**src/rtl/ex_mac_seq_if.sv**
```systemverilog
// Operand/result bundle between the EX stage and the multi-cycle MAC engine.
// master = EX-stage driver, slave = ex_mac_seq.
interface ex_mac_seq_if;
    logic        start_i;
    logic [1:0]  op_i;
    logic [31:0] opa_i;
    logic [31:0] opb_i;
    logic [63:0] hilo_i;
    logic        flush_i;
    logic        hold_i;
    logic        stallreq_o;
    logic        busy_o;
    logic        whilo_o;
    logic [31:0] hi_o;
    logic [31:0] lo_o;

    modport master (
        output start_i, op_i, opa_i, opb_i, hilo_i, flush_i, hold_i,
        input  stallreq_o, busy_o, whilo_o, hi_o, lo_o
    );

    modport slave (
        input  start_i, op_i, opa_i, opb_i, hilo_i, flush_i, hold_i,
        output stallreq_o, busy_o, whilo_o, hi_o, lo_o
    );
endinterface

```
**src/rtl/ex_mac_seq.sv**
```systemverilog
// Iterative MADD/MADDU/MSUB/MSUBU engine: HI/LO +/- opa*opb, K_BITS multiplier bits per cycle.
// Define MAC_EARLY_TERM_EN to leave MUL as soon as the remaining multiplier bits are zero.
module ex_mac_seq #(
    parameter int K_BITS = 8
) (
    input  logic        clk,
    input  logic        rst,
    ex_mac_seq_if.slave mac
);
    localparam int N  = 32 / K_BITS;
    localparam int CW = $clog2(N) + 1;
    localparam logic [CW-1:0] LAST = CW'(N - 1);

    typedef enum logic [1:0] {IDLE, MUL, ACC, DONE} state_t;

    state_t        state, state_nx;
    logic          sub_q;
    logic          neg_q;
    logic [63:0]   hilo_q;
    logic [31:0]   mcand_q;
    logic [31:0]   mplier_q;
    logic [63:0]   prod_q;
    logic [63:0]   result_q;
    logic [CW-1:0] cnt_q;

    logic          accept;
    logic          mul_last;
    logic [31:0]   mplier_sh;
    logic [63:0]   pp;
    logic [63:0]   p_signed;
    logic          stallreq, whilo;
    logic [31:0]   hi, lo;

    assign accept    = mac.start_i & ~mac.flush_i;
    assign mplier_sh = mplier_q >> K_BITS;
    assign pp        = (64'(mcand_q) * 64'(mplier_q[K_BITS-1:0])) << (cnt_q * K_BITS);
    assign p_signed  = neg_q ? (~prod_q + 64'd1) : prod_q;

`ifdef MAC_EARLY_TERM_EN
    assign mul_last = (cnt_q == LAST) || (mplier_sh == 32'd0);
`else
    assign mul_last = (cnt_q == LAST);
`endif

    always_ff @(posedge clk or posedge rst) begin
        if (rst) state <= IDLE;
        else     state <= state_nx;
    end

    always_comb begin
        state_nx = state;
        stallreq = 1'b0;
        whilo    = 1'b0;
        hi       = 32'd0;
        lo       = 32'd0;
        case (state)
            IDLE: begin
                stallreq = accept;
                if (accept) state_nx = MUL;
            end
            MUL: begin
                stallreq = 1'b1;
                if (mul_last) state_nx = ACC;
            end
            ACC: begin
                stallreq = 1'b1;
                state_nx = DONE;
            end
            DONE: begin
                // A flush landing on DONE kills the write in that same cycle.
                whilo = ~mac.flush_i;
                hi    = result_q[63:32];
                lo    = result_q[31:0];
                if (!mac.hold_i) state_nx = IDLE;
            end
            default: state_nx = IDLE;
        endcase
        if (mac.flush_i) state_nx = IDLE;
    end

    always_ff @(posedge clk or posedge rst) begin
        if (rst) begin
            sub_q    <= 1'b0;
            neg_q    <= 1'b0;
            hilo_q   <= 64'd0;
            mcand_q  <= 32'd0;
            mplier_q <= 32'd0;
            prod_q   <= 64'd0;
            result_q <= 64'd0;
            cnt_q    <= '0;
        end else begin
            case (state)
                IDLE: if (accept) begin
                    sub_q  <= mac.op_i[1];
                    hilo_q <= mac.hilo_i;
                    prod_q <= 64'd0;
                    cnt_q  <= '0;
                    // Signed ops multiply magnitudes; sign is reapplied in ACC.
                    if (mac.op_i[0]) begin
                        mcand_q  <= mac.opa_i[31] ? (~mac.opa_i + 32'd1) : mac.opa_i;
                        mplier_q <= mac.opb_i[31] ? (~mac.opb_i + 32'd1) : mac.opb_i;
                        neg_q    <= mac.opa_i[31] ^ mac.opb_i[31];
                    end else begin
                        mcand_q  <= mac.opa_i;
                        mplier_q <= mac.opb_i;
                        neg_q    <= 1'b0;
                    end
                end
                MUL: begin
                    prod_q   <= prod_q + pp;
                    mplier_q <= mplier_sh;
                    cnt_q    <= cnt_q + 1'b1;
                end
                ACC: result_q <= sub_q ? (hilo_q - p_signed) : (hilo_q + p_signed);
                default: ;
            endcase
        end
    end

    assign mac.stallreq_o = stallreq;
    assign mac.busy_o     = (state != IDLE);
    assign mac.whilo_o    = whilo;
    assign mac.hi_o       = hi;
    assign mac.lo_o       = lo;
endmodule
```
**src/flat_wrapper.sv**
```systemverilog
// flat-port wrapper written by rule: the top's interface ports become plain ports
module ex_mac_seq_flat 
#(
    parameter int K_BITS = 8
)
  (clk, rst, mac_start_i, mac_op_i, mac_opa_i, mac_opb_i, mac_hilo_i, mac_flush_i, mac_hold_i, mac_stallreq_o, mac_busy_o, mac_whilo_o, mac_hi_o, mac_lo_o);
  ex_mac_seq_if mac_i ();
  input  logic clk;
  input  logic rst;
  input wire logic [$bits(mac_i.start_i)-1:0] mac_start_i;
  input wire logic [$bits(mac_i.op_i)-1:0] mac_op_i;
  input wire logic [$bits(mac_i.opa_i)-1:0] mac_opa_i;
  input wire logic [$bits(mac_i.opb_i)-1:0] mac_opb_i;
  input wire logic [$bits(mac_i.hilo_i)-1:0] mac_hilo_i;
  input wire logic [$bits(mac_i.flush_i)-1:0] mac_flush_i;
  input wire logic [$bits(mac_i.hold_i)-1:0] mac_hold_i;
  output wire logic [$bits(mac_i.stallreq_o)-1:0] mac_stallreq_o;
  output wire logic [$bits(mac_i.busy_o)-1:0] mac_busy_o;
  output wire logic [$bits(mac_i.whilo_o)-1:0] mac_whilo_o;
  output wire logic [$bits(mac_i.hi_o)-1:0] mac_hi_o;
  output wire logic [$bits(mac_i.lo_o)-1:0] mac_lo_o;
  assign mac_i.start_i = mac_start_i;
  assign mac_i.op_i = mac_op_i;
  assign mac_i.opa_i = mac_opa_i;
  assign mac_i.opb_i = mac_opb_i;
  assign mac_i.hilo_i = mac_hilo_i;
  assign mac_i.flush_i = mac_flush_i;
  assign mac_i.hold_i = mac_hold_i;
  assign mac_stallreq_o = mac_i.stallreq_o;
  assign mac_busy_o = mac_i.busy_o;
  assign mac_whilo_o = mac_i.whilo_o;
  assign mac_hi_o = mac_i.hi_o;
  assign mac_lo_o = mac_i.lo_o;
  ex_mac_seq #(.K_BITS(K_BITS)) u_core (.clk(clk), .rst(rst), .mac(mac_i));
endmodule
```
**config.mk**
```make
export PLATFORM = sky130hd
export DESIGN_NAME = ex_mac_seq_flat
export DESIGN_NICKNAME = d
export VERILOG_FILES = /design/src/rtl/ex_mac_seq_if.sv /design/src/rtl/ex_mac_seq.sv /design/src/flat_wrapper.sv
export SDC_FILE = /design/constraint.sdc
export NUM_CORES = 2
export LEC_CHECK = 0
export ABC_AREA = 1
export CAP_MARGIN = 15
export CORE_UTILIZATION = 52
export DETAILED_ROUTE_END_ITERATION = 10
export PLACE_DENSITY_LB_ADDON = 0.08
export REMOVE_ABC_BUFFERS = 1
export SLEW_MARGIN = 20
export SYNTH_ARGS = -nofsm -noshare
export SYNTH_HDL_FRONTEND = slang
export SYNTH_SLANG_ARGS = --single-unit
export TNS_END_PERCENT = 30
```
**constraint.sdc**
```tcl
create_clock -name clk -period 10.1 [get_ports clk]
set_input_delay 2.02 -clock clk [delete_from_list [all_inputs] [get_ports clk]]
set_output_delay 2.02 -clock clk [all_outputs]
set_load 0.05 [all_outputs]
```
* Word-level counts from Yosys, hierarchy flattened
Index checks and enable logic that the tools add are counted.
Storage, ports and cells: bits in registers 263, input bits 135, output and inout bits 67, logic and storage cells 61
Cells by class: $add $sub $neg 7, multiply operators 1, equality and inequality tests 8, shift operators 1, multiplexer cells 22, bitwise gates (word level) 6, reduce and logical (&&, ||, !) cells 7
Operators by type and width (count):
- 32-bit two-way mux | 7
- 64-bit two-way mux | 3
- 64-bit adder | 2
- 64-bit case mux with 2 select lines | 1
- 32-bit by 1-bit adder with 32-bit output, second input constant | 2
- 64-bit by 1-bit adder with 64-bit output, second input constant | 1
- 32-bit NOT | 2
- 64-bit NOT | 1
- 32-bit case mux with 2 select lines | 1
- 40-bit by 6-bit << shifter with 64-bit output | 1
- 64-bit subtractor | 1
- 32-bit by 8-bit multiplier with 40-bit output | 1
- 2-bit two-way mux | 4
- 2-bit case mux with 4 select lines | 1
- 3-bit by 2-bit != test with 1-bit output, second input constant | 2
- 3-bit case mux with 2 select lines | 1
- 2-bit == test, second input constant | 2
- 2-bit AND reduction | 2
- 2-bit nonzero test | 2
- 3-bit by 1-bit adder with 3-bit output, second input constant | 1
- 3-bit by 2-bit == test with 1-bit output, second input constant | 1
- 3-bit two-way mux | 1
- 3-bit != test, second input constant | 1
- 3-bit AND reduction | 1
- 9 further kinds | 10

* Longest topological paths before layout
word-level depth 6, depth in mapped cells 43, gate-level depth less buffers 41

* Worst setup path before layout
No wires, ideal clock.
kind flip-flop to flip-flop, start point reg u_core.mplier_q[7], end point reg u_core.prod_q[47], setup time 130 ps, arrival 6412 ps, data required time 9970 ps, path slack 3558 ps, cell stages (with the launch flop) 33, buffers on the path 2, period minus slack after synthesis 6542 ps, path through dfrtp_1 -> clkbuf_1 -> clkbuf_1 -> nand2_1 -> fa_1 -> fa_1 -> inv_1 -> fa_1 -> inv_1 -> fa_1 -> inv_1 -> ha_1 -> a21oi_1 -> a21boi_0 -> o21ai_0 -> a21oi_1 -> xor2_1 -> o21ai_0 -> o21ai_0 -> nor2_1 -> ha_1 -> nand2_1 -> nor2_1 -> inv_1 -> nor2_1 -> nand4_1 -> nand3_1 -> a21oi_1 -> inv_1 -> a21boi_0 -> or2_2 -> nand3_1 -> o21ai_0
Between the ends: word-level cells in the longest chain between the ends 4
RTL lines:
- start: declaration | line ex_mac_seq.sv:21 | logic [31:0] mplier_q;
- start signal: assignment | line ex_mac_seq.sv:101 | mplier_q <= mac.opb_i[31] ? (~mac.opb_i + 32'd1) : mac.opb_i;
- start signal: assignment | line ex_mac_seq.sv:105 | mplier_q <= mac.opb_i;
- start signal: assignment | line ex_mac_seq.sv:111 | mplier_q <= mplier_sh;
- 32-bit by 8-bit multiplier with 40-bit output | line ex_mac_seq.sv:36 | assign pp = (64'(mcand_q) * 64'(mplier_q[K_BITS-1:0])) << (cnt_q * K_BITS);
- 40-bit by 6-bit << shifter with 64-bit output | line ex_mac_seq.sv:36
- 64-bit adder | line ex_mac_seq.sv:110 | prod_q <= prod_q + pp;
- 64-bit case mux with 2 select lines | line ex_mac_seq.sv:92 | case (state)
- end signal: assignment | line ex_mac_seq.sv:110
- end: declaration | line ex_mac_seq.sv:22 | logic [63:0] prod_q;
Every way passes these cells. A chain may end at the register's enable or synchronous reset.

* Worst setup path in the final report
start point reg u_core.mplier_q[7], end point reg u_core.prod_q[57]
The elaborated chain is that of the path after synthesis.

==> reports/qor.log <==
qor: status.outcome finished clean
qor: min_path.worstHoldPathType flip-flop to flip-flop
qor: logic_synthesis.ys_warn_count 0
qor: sta.finalCriticalPeriod 8.30 ns
qor: drt.detailedRoute.firstIterationViolations 2,763
qor: global_route.grt_pass1_wl 185,000 um
qor: global_route.overflow 0
qor: critical_path.max_stage_delay 0.90 ns
qor: finish.stdcell_count 6,371
qor: floorplanning.pin_count 202
qor: floorplanning.die_area 0.0665 mm^2
qor: min_path.hold-path-cell-count 2
qor: finish.final.fill_count 6,645
qor: logic_synthesis.ys_seq_elements 263
qor: logic_synthesis.syn-mean-instance-area 6.31 um^2
qor: clock_tree.insertion_delay 0.57 ns
qor: min_path.hold_path_end u_core.result_q[59]
qor: sta.achievable-frequency 0.120 GHz
qor: sta.grt_setup_unrepaired false
qor: sta.worst_pin_slew 1.05 ns
qor: floorplanning.num_rows 93
qor: finish.post_route_cells_drive_above_1_share 3.88%
qor: place.finalWeightedCongestion 1.02
qor: global_route.grt_pass1_vias 33,800
qor: drt.post_drt_via_cell_ratio 5.48
qor: critical_path.worst_setup_path_start_kind flip-flop
qor: floorplanning.core_area 0.0646 mm^2
qor: place.dp_hpwl 94,800 um
qor: drt.route.antenna.remaining_nets 0
qor: sta.maxSlewViolCount 0
qor: logic_synthesis.synth-async-reset-ratio 100%
qor: critical_path.crit-reg2reg-capture u_core.prod_q[57]
qor: clock_tree.worst_setup_hold_path_clk_slew 0.05 ns
qor: clock_tree.cts.repair.resized 0
qor: clock_tree.num_cts_buffers 36
qor: logic_synthesis.syn_inst 5,395
qor: drt.vias 34,900
qor: clock_tree.cts_htree_levels 2
qor: critical_path.cpMaxStageDelayCell sky130_fd_sc_hd__dfrtp_1
qor: logic_synthesis.number_of_enable_flip_flop_cells_after_synthesis 0
qor: global_route.largest_net_degree_at_the_start_of_global_routing 90
qor: sta.finalSetupViolations 0
qor: place.io_port_bufs 201
qor: sta.worst_clock_skew 0.0209 ns
qor: flow_run.maxcap_violations 0
qor: clock_tree.cts-root-buf sky130_fd_sc_hd__clkbuf_16
qor: critical_path.depth_of_the_most_critical_reg_to_reg_path 30
qor: critical_path.critical_path_required 10.51 ns
qor: global_route.number_of_antenna_violations_at_the_first_check_in_global_routing 0
qor: clock_tree.hold_buffers 0
qor: critical_path.critical_path.max_fanout 14
qor: drt.dr.pass1.iters 6
qor: floorplanning.floorplan.die.height 258 um
qor: logic_synthesis.ys.flop_type sky130_fd_sc_hd__dfrtp_1
qor: finish.final_nets 6,011
qor: sta.worst_slew_margin_rel 30.0%
qor: drt.postRouteWirelength 116,000 um
qor: sta.timing.final.hold_violations 0
qor: clock_tree.cts_tree built
qor: critical_path.critPathKind flip-flop to flip-flop
qor: drt.detail_route.wl_per_cell 18.3 um
qor: logic_synthesis.synth_seq_area_share 19.3%
qor: clock_tree.postCtsSetupRepairBufs 0
qor: clock_tree.cts.path.max_buffers 3
qor: finish.diodes 0
qor: global_route.grt_use_total 35.1%
qor: sta.setup-tns-final 0 ns
qor: min_path.min-delay-start u_core.result_q[59]
qor: floorplanning.floorplan.initialDensity 52.7%
qor: finish.area_growth_syn_to_layout 11.3%
qor: critical_path.critical_path_arrival 8.71 ns
qor: critical_path.end_kind flip-flop
qor: critical_path.regToRegStartpoint u_core.mplier_q[7]
qor: sta.post-route-period-util 82.2%
qor: place.cells_after_dpl 6,311
qor: clock_tree.tritoncts_num_sinks 263
qor: logic_synthesis.mappedNetlistArea 0.0340 mm^2
qor: logic_synthesis.synth.lib_cells_used.distinct 57
qor: finish.final_core_utilization 58.7%
qor: floorplanning.dieWidth 258 um
qor: critical_path.ff2ff_setup_slack 1.80 ns
qor: critical_path.crit_top_cell sky130_fd_sc_hd__a21oi_1
qor: drt.route.detailed.drc 0
==> worst max-delay path by stage <==
stage | start | to | cells after the start
floorplan | mac_flush_i | u_core.prod_q[18] | 7
global placement | u_core.mplier_q[7] | u_core.prod_q[62] | 31
detailed placement | u_core.mplier_q[7] | u_core.prod_q[57] | 30
CTS | u_core.mplier_q[7] | u_core.prod_q[57] | 30
global route | u_core.mplier_q[7] | u_core.prod_q[57] | 30
finish | u_core.mplier_q[7] | u_core.prod_q[57] | 30
==> placed cells by master, fill, tap and decap left out, types with 34 or more instances in the layout <==
master / count
sky130_fd_sc_hd__nand4_1: 50
sky130_fd_sc_hd__xor2_1: 113
sky130_fd_sc_hd__nor2_1: 535
sky130_fd_sc_hd__nand3_1: 235
sky130_fd_sc_hd__o21ai_0: 353
sky130_fd_sc_hd__ha_1: 198
sky130_fd_sc_hd__nand2_1: 1526
sky130_fd_sc_hd__inv_1: 936
sky130_fd_sc_hd__dfrtp_1: 262
sky130_fd_sc_hd__clkdlybuf4s50_1: 201
sky130_fd_sc_hd__a31oi_1: 86
sky130_fd_sc_hd__buf_4: 37
sky130_fd_sc_hd__clkbuf_16: 36
sky130_fd_sc_hd__a21oi_1: 317
sky130_fd_sc_hd__o22ai_1: 45
sky130_fd_sc_hd__xnor2_1: 42
sky130_fd_sc_hd__nor3_1: 34
sky130_fd_sc_hd__fa_1: 182
==> kinds of logic after synthesis <==
| logic type | Yosys count | synth area share, % |
|---|---|---|
| DFF | 263 | 19.3 |
| muxes | 2 | 0.0588 |
| buffers and inverters | 1132 | 12.6 |
| adders and majority gates | 382 | 18.1 |
| and+or+nand+nor | 2514 | 30.5 |
| AOI/OAI and AO/OA | 947 | 15.5 |
| xor gates and xnor gates | 155 | 3.99 |
==> metal layers <==
layer  GRT usage [%]  share of wire (%)  vias to the layer above  wire (um)
met5               0                  0                        -          0
met4            14.3                4.4                        0       5090
met3            3.88                6.2                      230       7170
met2            57.4                 45                     1155      52800
met1            47.2                 44                    16300      51300
li1                -                  -                    17200          -
==> Yosys cell counts, drive strengths merged, types with 4 or more instances <==
| cell | number | area share [%] |
|---|---|---|
| a31oi | 86 | 1.6 |
| and2 | 9 | 0.17 |
| o22ai | 45 | 0.83 |
| inv | 949 | 10 |
| clkbuf | 154 | 1.7 |
| nand3 | 241 | 3.6 |
| or2 | 30 | 0.55 |
| xnor2 | 42 | 1.1 |
| a21boi | 15 | 0.33 |
| fa | 182 | 11 |
| o211ai | 22 | 0.49 |
| nor3 | 38 | 0.62 |
| clkinv | 5 | 0.055 |
| a21o | 26 | 0.57 |
| o21bai | 14 | 0.31 |
| nand2 | 1554 | 17 |
| xor2 | 113 | 2.9 |
| o31ai | 22 | 0.49 |
| nor4 | 15 | 0.29 |
| nand3b | 8 | 0.18 |
| buf | 24 | 0.40 |
| o21a | 4 | 0.088 |
| nor2 | 562 | 6.5 |
| dfrtp | 263 | 19 |
| ha | 200 | 7.4 |
| o21ai | 376 | 5.6 |
| nand4 | 50 | 0.92 |
| and3 | 6 | 0.11 |
| o311ai | 4 | 0.10 |
| a21oi | 317 | 4.7 |
==> registers in the layout (all words and copies together), names as in the netlist <==
register and count:
u_core.neg_q 1, u_core.mcand_q 32, u_core.mplier_q 32, u_core.cnt_q 3, u_core.sub_q 1, u_core.prod_q 64
u_core.hilo_q 64, u_core.state 2, u_core.result_q 64
==> area by class of cell <==
| type | count | area, um^2 | share of cell area [%] |
|---|---|---|---|
| Sequential cell | 263 | 6580 | 17.4 |
| Tap cell | 855 | 1070 | 2.82 |
| Clock buffer | 47 | 1000 | 2.64 |
| Clock inverter | 13 | 154 | 0.406 |
| Timing Repair Buffer | 239 | 2310 | 6.09 |
| Multi-Input combinational cell | 4000 | 23200 | 61.2 |
| Inverter | 954 | 3590 | 9.47 |
==> critical path, delay by kind of cell (launching register included) <==
| kind | cells | cell delay (ns) |
|---|---|---|
| adder cells (fa/ha/maj) | 6 | 2.92 |
| buffers and inverters | 4 | 0.29 |
| flip-flops | 1 | 0.90 |
| XOR/XNOR | 1 | 0.31 |
| AO/OA/AOI/OAI | 12 | 2.84 |
| AND/OR/NAND/NOR | 7 | 0.87 |
==> stage by stage <==
stage	cell area (um^2)	hold slack, ns	worst slack (ns)
2_1_floorplan	33300	0.442	0.239
3_3_place_gp	36700	0.459	2.10
3_5_place_dp	36700	0.461	2.00
4_1_cts	37900	0.478	1.95
5_1_grt	37900	0.497	1.32
6_report	37900	0.478	1.80
Power is not shown: default switching activity piles up to over one toggle a cycle in this logic, so the estimate is an artifact.
